==> config.mk <==
export PLATFORM = sky130hd
export DESIGN_NAME = opl_write_sequencer
export DESIGN_NICKNAME = d
export VERILOG_FILES = /design/src/rtl/opl_seq_pkg.sv /design/src/rtl/opl_cmd_fifo.sv /design/src/rtl/opl_write_sequencer.sv
export SDC_FILE = /design/constraint.sdc
export NUM_CORES = 1
export LEC_CHECK = 0
export ABC_AREA = 1
export BUFFER_PORTS_ARGS = -buffer_cell sky130_fd_sc_hd__buf_4
export CAP_MARGIN = 20
export CORE_AREA = 2 2 155 157
export DETAILED_ROUTE_END_ITERATION = 10
export DIE_AREA = 0 0 157 159
export GPL_TIMING_DRIVEN = 0
export PLACE_DENSITY = 0.77
export SYNTH_ARGS = -nofsm -noshare
export SYNTH_HDL_FRONTEND = slang
export SYNTH_SLANG_ARGS = --single-unit
==> constraint.sdc <==
create_clock -name clk -period 2.8 [get_ports clk]
set_input_delay 0.56 -clock clk [delete_from_list [all_inputs] [get_ports clk]]
set_output_delay 0.56 -clock clk [all_outputs]
set_load 0.01 [all_outputs]
==> src/rtl/opl_seq_pkg.sv <==
// Shared types and constants for the OPL3 register write sequencer.
package opl_seq_pkg;

    typedef enum logic [2:0] {
        IDLE,
        ADDR_WE,
        ADDR_GAP,
        DATA_WE,
        DATA_GAP,
        STAT_ADDR,
        STAT_CAP
    } opl_seq_state_t;

    localparam logic OPL_ADDR_INDEX = 1'b0;
    localparam logic OPL_ADDR_DATA  = 1'b1;

    function automatic int unsigned max3(input int unsigned a, input int unsigned b,
                                         input int unsigned c);
        int unsigned m;
        m = (a > b) ? a : b;
        return (m > c) ? m : c;
    endfunction

endpackage

==> src/rtl/opl_cmd_fifo.sv <==
// First-word fall-through command FIFO with occupancy output; a push is refused while full.
module opl_cmd_fifo #(
    parameter int unsigned WIDTH = 17,
    parameter int unsigned DEPTH = 16
) (
    input  logic                     clk,
    input  logic                     reset,
    input  logic                     push,
    input  logic [WIDTH-1:0]         push_data,
    input  logic                     pop,
    output logic [WIDTH-1:0]         head,
    output logic                     full,
    output logic                     empty,
    output logic [$clog2(DEPTH):0]   level
);

    localparam int unsigned AW = $clog2(DEPTH);
    localparam int unsigned LW = AW + 1;

    logic [WIDTH-1:0] mem [DEPTH];
    logic [AW-1:0]    wr_ptr;
    logic [AW-1:0]    rd_ptr;
    logic             do_push;
    logic             do_pop;

    assign full    = (level == LW'(DEPTH));
    assign empty   = (level == '0);
    assign do_push = push && !full;
    assign do_pop  = pop && !empty;
    assign head    = mem[rd_ptr];

    always_ff @(posedge clk) begin
        if (do_push) begin
            mem[wr_ptr] <= push_data;
        end
    end

    always_ff @(posedge clk) begin
        if (reset) begin
            wr_ptr <= '0;
            rd_ptr <= '0;
            level  <= '0;
        end else begin
            if (do_push) begin
                wr_ptr <= wr_ptr + AW'(1);
            end
            if (do_pop) begin
                rd_ptr <= rd_ptr + AW'(1);
            end
            case ({do_push, do_pop})
                2'b10:   level <= level + LW'(1);
                2'b01:   level <= level - LW'(1);
                default: level <= level;
            endcase
        end
    end

endmodule

==> src/rtl/opl_write_sequencer.sv <==
// Replays queued OPL3 register writes as index/data bus pairs with settle delays, plus status reads.
// Optional OPLSEQ_SKIP_ADDR_EN: skip the index phase when the popped index was the last one written.
module opl_write_sequencer
    import opl_seq_pkg::*;
#(
    parameter int unsigned FIFO_DEPTH = 16,
    parameter int unsigned WE_CYCLES  = 2,
    parameter int unsigned ADDR_WAIT  = 12,
    parameter int unsigned DATA_WAIT  = 84
) (
    input  logic                          clk,
    input  logic                          reset,
    input  logic                          cmd_valid,
    output logic                          cmd_ready,
    input  logic [8:0]                    cmd_index,
    input  logic [7:0]                    cmd_data,
    input  logic                          status_req,
    output logic                          status_valid,
    output logic [7:0]                    status_data,
    output logic                          busy,
    output logic [$clog2(FIFO_DEPTH):0]   fifo_level,
    output logic [1:0]                    opl_addr,
    output logic [7:0]                    opl_din,
    output logic                          opl_we,
    input  logic [7:0]                    opl_dout
);

    localparam int unsigned CW = $clog2(max3(WE_CYCLES, ADDR_WAIT, DATA_WAIT) + 1);
    localparam logic [CW-1:0] WE_LD = CW'(WE_CYCLES);
    localparam logic [CW-1:0] AW_LD = CW'(ADDR_WAIT);
    localparam logic [CW-1:0] DW_LD = CW'(DATA_WAIT);

    opl_seq_state_t state, state_nx;
    logic [CW-1:0]  cnt, cnt_nx;
    logic [1:0]     addr_nx;
    logic [7:0]     din_nx;
    logic           we_nx;
    logic           cur_hi, cur_hi_nx;
    logic [7:0]     cur_data, cur_data_nx;
    logic           status_pending;
    logic           fifo_pop;
    logic           fifo_full;
    logic           fifo_empty;
    logic [16:0]    fifo_head;
    logic [8:0]     head_idx;
    logic [7:0]     head_data;
    logic           cnt_done;

`ifdef OPLSEQ_SKIP_ADDR_EN
    logic [8:0]     last_idx, last_idx_nx;
    logic           last_valid, last_valid_nx;
`endif

    opl_cmd_fifo #(
        .WIDTH(17),
        .DEPTH(FIFO_DEPTH)
    ) u_fifo (
        .clk      (clk),
        .reset    (reset),
        .push     (cmd_valid),
        .push_data({cmd_index, cmd_data}),
        .pop      (fifo_pop),
        .head     (fifo_head),
        .full     (fifo_full),
        .empty    (fifo_empty),
        .level    (fifo_level)
    );

    assign head_idx  = fifo_head[16:8];
    assign head_data = fifo_head[7:0];
    assign cmd_ready = !fifo_full;
    assign busy      = (state != IDLE) || !fifo_empty || status_pending;
    assign cnt_done  = (cnt == CW'(1));

    always_ff @(posedge clk) begin
        if (reset) begin
            state          <= IDLE;
            cnt            <= '0;
            opl_addr       <= '0;
            opl_din        <= '0;
            opl_we         <= 1'b0;
            cur_hi         <= 1'b0;
            cur_data       <= '0;
            status_pending <= 1'b0;
            status_valid   <= 1'b0;
            status_data    <= '0;
`ifdef OPLSEQ_SKIP_ADDR_EN
            last_idx       <= '0;
            last_valid     <= 1'b0;
`endif
        end else begin
            state          <= state_nx;
            cnt            <= cnt_nx;
            opl_addr       <= addr_nx;
            opl_din        <= din_nx;
            opl_we         <= we_nx;
            cur_hi         <= cur_hi_nx;
            cur_data       <= cur_data_nx;
            // A request landing on the capture cycle re-arms the pending flag
            status_pending <= (status_pending && (state != STAT_CAP)) || status_req;
            status_valid   <= (state == STAT_CAP);
            if (state == STAT_CAP) begin
                status_data <= opl_dout;
            end
`ifdef OPLSEQ_SKIP_ADDR_EN
            last_idx       <= last_idx_nx;
            last_valid     <= last_valid_nx;
`endif
        end
    end

    always_comb begin
        state_nx    = state;
        cnt_nx      = cnt;
        addr_nx     = opl_addr;
        din_nx      = opl_din;
        we_nx       = opl_we;
        cur_hi_nx   = cur_hi;
        cur_data_nx = cur_data;
        fifo_pop    = 1'b0;
`ifdef OPLSEQ_SKIP_ADDR_EN
        last_idx_nx   = last_idx;
        last_valid_nx = last_valid;
`endif
        case (state)
            IDLE: begin
                if (status_pending) begin
                    state_nx = STAT_ADDR;
                    cnt_nx   = CW'(1);
                    addr_nx  = '0;
                    we_nx    = 1'b0;
`ifdef OPLSEQ_SKIP_ADDR_EN
                    last_valid_nx = 1'b0;
`endif
                end else if (!fifo_empty) begin
                    fifo_pop    = 1'b1;
                    cur_hi_nx   = head_idx[8];
                    cur_data_nx = head_data;
                    cnt_nx      = WE_LD;
                    we_nx       = 1'b1;
`ifdef OPLSEQ_SKIP_ADDR_EN
                    if (last_valid && (head_idx == last_idx)) begin
                        state_nx = DATA_WE;
                        addr_nx  = {head_idx[8], OPL_ADDR_DATA};
                        din_nx   = head_data;
                    end else begin
                        state_nx      = ADDR_WE;
                        addr_nx       = {head_idx[8], OPL_ADDR_INDEX};
                        din_nx        = head_idx[7:0];
                        last_idx_nx   = head_idx;
                        last_valid_nx = 1'b1;
                    end
`else
                    state_nx = ADDR_WE;
                    addr_nx  = {head_idx[8], OPL_ADDR_INDEX};
                    din_nx   = head_idx[7:0];
`endif
                end
            end
            ADDR_WE: begin
                if (cnt_done) begin
                    state_nx = ADDR_GAP;
                    cnt_nx   = AW_LD;
                    we_nx    = 1'b0;
                end else begin
                    cnt_nx = cnt - CW'(1);
                end
            end
            ADDR_GAP: begin
                if (cnt_done) begin
                    state_nx = DATA_WE;
                    cnt_nx   = WE_LD;
                    addr_nx  = {cur_hi, OPL_ADDR_DATA};
                    din_nx   = cur_data;
                    we_nx    = 1'b1;
                end else begin
                    cnt_nx = cnt - CW'(1);
                end
            end
            DATA_WE: begin
                if (cnt_done) begin
                    state_nx = DATA_GAP;
                    cnt_nx   = DW_LD;
                    we_nx    = 1'b0;
                end else begin
                    cnt_nx = cnt - CW'(1);
                end
            end
            DATA_GAP: begin
                if (cnt_done) begin
                    state_nx = IDLE;
                end else begin
                    cnt_nx = cnt - CW'(1);
                end
            end
            STAT_ADDR: state_nx = STAT_CAP;
            STAT_CAP:  state_nx = IDLE;
            default:   state_nx = IDLE;
        endcase
    end

endmodule

==> out/metrics.csv, run 1 <==
metric,value,unit
drcViolationCount,0,
synth_cell_type_count,30,
grt_max_degree,17,
vias,10290,
cts.htree.levels,2,
port_buffers,54,
syn-num-nets,1364,
synth_top_area_cell,edfxtp_1,
synth_top_family_by_area,simple AND/OR/NAND/NOR gates,
cts_tree,yes,
p_leak,6.23,nW
clock_path_buffers,3,
root_buffer,clkbuf_16,
ys_seq_elements,329,
antenna_found_initial,0,
period_share,87.1,%
dpl.hpwl,23.5,mm
syn_to_final_growth,15.9,%
globalplace.congestion,0.893,
cts.sinks,329,
status,"complete, no violations",
grt_pass1_vias,10008,
ios,56,
place_inst,1714,
die_y,159,um
path_class,reg2reg,
synthXorXnorAreaFrac,0.571,%
firstDrtPassIters,6,
final_nets,1468,
powerDensity,960,nW/um^2
hold_violations,0,
grt_overflow_total,0,
ys_seq_area_share,67.4,%
synth.cell_area,13800,um^2
drt_iter0_drc,1463,
synth_warnings,0,
slew_headroom,41.0,%
start_kind,register,
place_area,14900,um^2
wl_per_cell,20.2,um
synth_compound_area_share,7.29,%
synth_fa_ha_area_share,0.906,%
fin_ws,0.362,ns
arrival,2.87,ns
finClkSkew,0.0156,ns
crit_path_end_kind,register,
synth_edf_count,272,
syn_inst,1325,
clock_latency,0.52,ns
synth_ff_type,edfxtp_1,
drv_cap,0,
synth_async_sr_flop_share,0,%
routed_wl,35.8,mm
avgSynthCellArea,10.4,um^2
nFillCells,1614,
whs,0.257,ns
synthSimpleGateAreaFrac,17.8,%
clk_pin_slew,0.06,ns
path_max_fanout,17,
avgViaCountPerCell,5.81,
cp.required,3.24,ns
setup_viol,0,
die_area,25000,um^2
fmax,410,MHz
design_area,16000,um^2
fp.dieW,157,um
drive_gt1_share,12.7,%
synth_top_cells_by_area,"edfxtp_1, dfxtp_1, nand2_1",
fp-row-count,56,
initial_core_util,59.5,%
cts_made_buffers,34,
vdd_drop_max,0.575,mV
place_ws,0.121,ns
grt_first_pass_wirelength,54.2,mm
layout.cells.non_filler,1770,
rsz0062_at_grt,false,
synth_top_area_share,59.1,%
n_antenna_cell,0,
muxShareOfSynthArea,0,%
worst_slew_pin_slew,0.885,ns
core,23200,um^2
grt_usage,28.9,%
post-route-min-period,2.44,ns
ant_nets,0,
slew_violations,0,
hp-class,in2reg,
==> flip-flops by register name (all words and copies together) (netlist names), 4 cells and up, named ones only <==
signal,count
u_fifo.wr_ptr,4
status_data,8
cur_data,8
u_fifo.level,5
cnt,7
opl_din,8
u_fifo.mem,272
u_fifo.rd_ptr,4
==> per-layer routing <==
layer	up-vias	wire (um)	track usage (%)
li1	4684	-	-
met1	4891	13600	38.1
met2	611	16900	46.9
met3	104	3770	5.31
met4	0	1560	12.9
met5	-	0	0
==> synth_stat cells (2+ instances only) <==
cell / count
o21ai_0: 90
nor2_1: 158
nand2_1: 291
buf_2: 29
buf_6: 5
nor2_2: 2
nand2_2: 3
ha_1: 10
clkinv_1: 2
nand4_1: 4
xor2_1: 4
buf_1: 4
nor3_1: 4
dfxtp_1: 57
inv_1: 126
nand3_1: 133
edfxtp_1: 272
o21ai_1: 2
xnor2_1: 5
a21oi_1: 52
buf_4: 4
clkbuf_1: 25
nor2_4: 2
o211ai_1: 35
==> cell families (layout without fill, tap and decap cells) <==
group                    after synthesis  count (layout)
buffers and inverters                197             323
adder cells (fa/ha/maj)               10              10
AND/OR/NAND/NOR                      598             598
XOR/XNOR                               9               9
AO/OA/AOI/OAI                        182             182
flip-flops                           329             329
==> cell type report <==
class	instances	area, um^2	area share (%)
well taps	319	399	2.49
flip-flops and latches	329	9310	58.2
plain buffers	65	332	2.07
repair buffers	70	696	4.35
multi-input cells	799	3710	23.2
clock inverters	22	209	1.31
clock buffers	36	858	5.36
inverters	130	493	3.08
==> through the flow <==
| step | util [%] | power (mW) | TNS, ns |
|---|---|---|---|
| 2_1_floorplan | - | 9.24 | 0 |
| 3_3_place_gp | 63.0 | 10.8 | -28.86 |
| 3_5_place_dp | 64.4 | 10.9 | 0 |
| 4_1_cts | 69.0 | 15.3 | 0 |
| 5_1_grt | 69.0 | 16.1 | 0 |
| 6_report | 69.0 | 15.4 | 0 |
==> path summary, 6_finish.rpt <==
path / start / slack, ns / cells past startpoint / end
min reg2reg: status_data[3]$_SDFFE_PP0P_ / 0.45 / 2 / status_data[3]$_SDFFE_PP0P_
min: status_req / 0.26 / 3 / status_pending$_SDFF_PP0_
max reg2reg: state[1]$_SDFFE_PP0P_ / 0.36 / 17 / u_fifo.level[4]$_SDFFE_PP0P_
max: state[1]$_SDFFE_PP0P_ / 0.36 / 17 / u_fifo.level[4]$_SDFFE_PP0P_
==> worst max-delay path, cell delays in order, from the launching register on <==
cell     delay [ns]
dfxtp_1        0.31
buf_6          0.13
nor2_4         0.13
nand2_2        0.09
nor2_1         0.12
nand2_1        0.13
inv_4          0.22
ha_1           0.33
xor2_1         0.22
ha_1           0.18
inv_1          0.04
nand2_1        0.09
nand2_1        0.08
nand2_1        0.06
nand2_1        0.05
nand2_1        0.05
nand2_1        0.05
a21oi_1        0.11
==> placed cells by master (no fill, tap or decap), drive strengths merged <==
master	count
a31o	1
a21oi	53
nor2	162
xnor2	5
nor3	4
o211ai	35
buf	111
bufinv	3
xor2	4
dfxtp	57
ha	10
o22ai	1
nand4	4
clkinvlp	3
clkinv	15
clkbuf	60
nand3	134
inv	131
o21ai	92
nand2	294
edfxtp	272
==> report_power, final <==
group | switching [mW] | internal, mW | leakage, nW
clock | 1.84 | 2.52 | 0.517
combinational | 3.54 | 1.63 | 2.79
sequential | 0.202 | 5.63 | 2.92
==> what timing repair did <==
item                                    4_1_cts  5_1_grt
hold buffers                                  0        0
gates resized for setup                       0        2
buffers inserted                              0        0
endpoints found under the setup margin        0        3
No activity file was read; power rests on OpenSTA's default activity.
==> run 2, diff against run 1 <==
- CORE_AREA: 2 2 155 157 -> 2 2 189 191
- CTS_CLUSTER_SIZE: default -> 24
- DIE_AREA: 0 0 157 159 -> 0 0 191 193
- MAX_ROUTING_LAYER: default -> met4
- PLACE_DENSITY: 0.77 -> default
==> run 2 against run 1 <==
Register-to-register slack worse by 0.08 ns. Non-clock buffer count up 1. Global-route usage down 7.9 points. Wire length up 2.4%. Combinational power about the same. Cell count up 8.5%. Sequential share of layout area down 0.85 points. Critical path depth up 1. Clock skew down 0.00062 ns. Critical path type unchanged.
==> out/metrics.csv, run 2 (synthesis results as in run 1) <==
metric,value,unit,change
hold_violations,0,,unchanged
drive_gt1_share,12.9,%,was 12.7%
seqPwrFrac,37.5,%,was 38.0%
ios,56,,unchanged
final_cell_mix,"nand2_1, edfxtp_1, nor2_1, nand3_1, inv_1",,unchanged
fp.dieW,191,um,was 157 um
switchingPower,5.66,mW,was 5.58 mW
fin_util,46.5,%,was 69.0%
finClkSkew,0.0150,ns,was 0.0156 ns
largest_reg_flops,272,,unchanged
wl_per_cell,19.1,um,was 20.2 um
regMostFlops,u_fifo.mem,,unchanged
path_class,reg2reg,,unchanged
reg2reg_to,u_fifo.level[4]$_SDFFE_PP0P_,,unchanged
period_share,89.8,%,was 87.1%
vias,9871,,was 10290
status,"complete, no violations",,unchanged
fin_ws,0.286,ns,was 0.362 ns
grt_first_pass_wirelength,55.8,mm,was 54.2 mm
final_nets,1471,,was 1468
crit_path_end_kind,register,,unchanged
cts.sinks,329,,unchanged
hold_path_depth,3,,unchanged
start_kind,register,,unchanged
seqCellArea,9310,um^2,unchanged
grt_overflow_total,0,,unchanged
fmax,398,MHz,was 410 MHz
slew_violations,0,,unchanged
regToRegSetupSlack,0.29,ns,was 0.36 ns
hp-start,status_req,,unchanged
fp-row-count,69,,was 56
tns,0,ns,unchanged
reg2reg_from,state[1]$_SDFFE_PP0P_,,unchanged
path_delay_family,simple AND/OR/NAND/NOR gates,,unchanged
path_buf_inv,4,,was 3
dpl.hpwl,24.5,mm,was 23.5 mm
port_buffers,54,,unchanged
root_buffer,clkbuf_16,,unchanged
multi_input_area,3710,um^2,about the same
p_leak,6.27,nW,was 6.23 nW
cts_tree,yes,,unchanged
globalplace.congestion,0.888,,was 0.893
drt_iter0_drc,1097,,was 1463
antenna_found_initial,0,,unchanged
firstDrtPassIters,5,,was 6
hp-class,in2reg,,unchanged
layout.cells.non_filler,1921,,was 1770
r2r.worst_path.cells,18,,was 17
cts.htree.levels,2,,unchanged
whs_endpoint,status_pending$_SDFF_PP0_,,unchanged
power_frac_clock,29.6,%,was 28.3%
combinationalPowerShare,32.9,%,was 33.7%
sw_frac_of_total,36.3,%,about the same
p_int,9.94,mW,was 9.78 mW
crit_chain,"buf_6, nor2_4, nand2_2, nor2_1, nand2_1, inv_2, clkbuf_4, ha_2, xor2_1, ha_1, inv_1, nand2_1, nand2_1, nand2_1, nand2_1, nand2_1, nand2_1, a21oi_1",,"was buf_6, nor2_4, nand2_2, nor2_1, nand2_1, inv_4, ha_1, xor2_1, ha_1, inv_1, nand2_1, nand2_1, nand2_1, nand2_1, nand2_1, nand2_1, a21oi_1"
drv_cap,0,,unchanged
path_max_fanout,11,,was 17
total_power,15.6,mW,was 15.4 mW
clk_pin_slew,0.06,ns,about the same
arrival,2.97,ns,was 2.87 ns
routed_wl,36.6,mm,was 35.8 mm
vdd_drop_max,0.497,mV,was 0.575 mV
place_inst,1856,,was 1714
ant_nets,0,,unchanged
grt_pass1_vias,9547,,was 10008
syn_to_final_growth,17.6,%,was 15.9%
setup_viol,0,,unchanged
core,35000,um^2,was 23200 um^2
place_ws,0.0760,ns,was 0.121 ns
slew_headroom,46.5,%,was 41.0%
grt_usage,20.9,%,was 28.9%
cts_made_buffers,36,,was 34
initial_core_util,39.5,%,was 59.5%
worst_slew_pin_slew,0.802,ns,was 0.885 ns
final_common_cell,nand2_1,,unchanged
place_area,15100,um^2,was 14900 um^2
rsz0062_at_grt,false,,unchanged
nFillCells,3228,,was 1614
die_area,36900,um^2,was 25000 um^2
cp.required,3.25,ns,was 3.24 ns
powerDensity,961,nW/um^2,was 960 nW/um^2
drcViolationCount,0,,unchanged
clock_latency,0.54,ns,was 0.52 ns
post-route-min-period,2.51,ns,was 2.44 ns
die_y,193,um,was 159 um
n_antenna_cell,0,,unchanged
grt_max_degree,17,,unchanged
clock_path_buffers,3,,unchanged
avgViaCountPerCell,5.14,,was 5.81
whs,0.240,ns,was 0.257 ns
cp_common_cell,nand2_1,,unchanged
design_area,16200,um^2,was 16000 um^2
slowest_delay,0.30,ns,was 0.33 ns
postCtsHoldBufs,0,,unchanged
slowest_stage,dfxtp_1,,was ha_1
run 2: routing by layer:
metal	GRT usage [%]	up-vias	share of wire, %
li1	-	4697	-
met1	27.2	4724	43
met2	33.2	383	46
met3	3.86	67	7.9
met4	7.10	0	3.0
met5	-	-	0
run 2: power groups by stage:
| stage | clock network, mW | registers, mW | logic (mW) |
|---|---|---|---|
| finish | 4.61 | 5.86 | 5.14 |
| global route | 4.87 | 5.89 | 5.74 |
| CTS | 4.68 | 5.85 | 5.11 |
| detailed placement | 0 | 5.95 | 5.09 |
| global placement | 0 | 5.95 | 5.01 |
| floorplan | 0 | 5.94 | 3.30 |
run 2: what timing repair did:
item                       in CTS  in global routing
setup endpoints to repair       0                  3
buffers inserted                0                  0
resized for setup               0                  2
run 2: area by class of cell:
| type | instances | share of cell area [%] |
|---|---|---|
| Sequential cell | 329 | 57.3 |
| Multi-Input combinational cell | 799 | 22.9 |
| Clock buffer | 43 | 5.71 |
| Timing Repair Buffer | 70 | 4.11 |
| Tap cell | 461 | 3.55 |
| Inverter | 130 | 3.02 |
| Buffer | 66 | 2.09 |
| Clock inverter | 23 | 1.36 |
run 2: worst max path at each step:
stage | from | endpoint | slack (ns) | depth (start not counted)
floorplan | state[1]$_SDFFE_PP0P_ | u_fifo.level[4]$_SDFFE_PP0P_ | 0.51 | 19
global placement | cmd_valid | u_fifo.mem[8][12]$_DFFE_PP_ | -0.29 | 5
detailed placement | state[1]$_SDFFE_PP0P_ | u_fifo.level[4]$_SDFFE_PP0P_ | 0.08 | 19
CTS | state[1]$_SDFFE_PP0P_ | u_fifo.level[4]$_SDFFE_PP0P_ | 0.07 | 19
global route | state[1]$_SDFFE_PP0P_ | u_fifo.level[4]$_SDFFE_PP0P_ | 0.06 | 18
finish | state[1]$_SDFFE_PP0P_ | u_fifo.level[4]$_SDFFE_PP0P_ | 0.29 | 18
run 2: worst reg2reg max path: cells and delay by family (launching register included):
family                   cells  cell delay (ns)
AO/OA/AOI/OAI                1             0.10
adder cells (fa/ha/maj)      2             0.45
XOR/XNOR                     1             0.21
AND/OR/NAND/NOR             10             0.78
buffers and inverters        4             0.63
flip-flops                   1             0.30
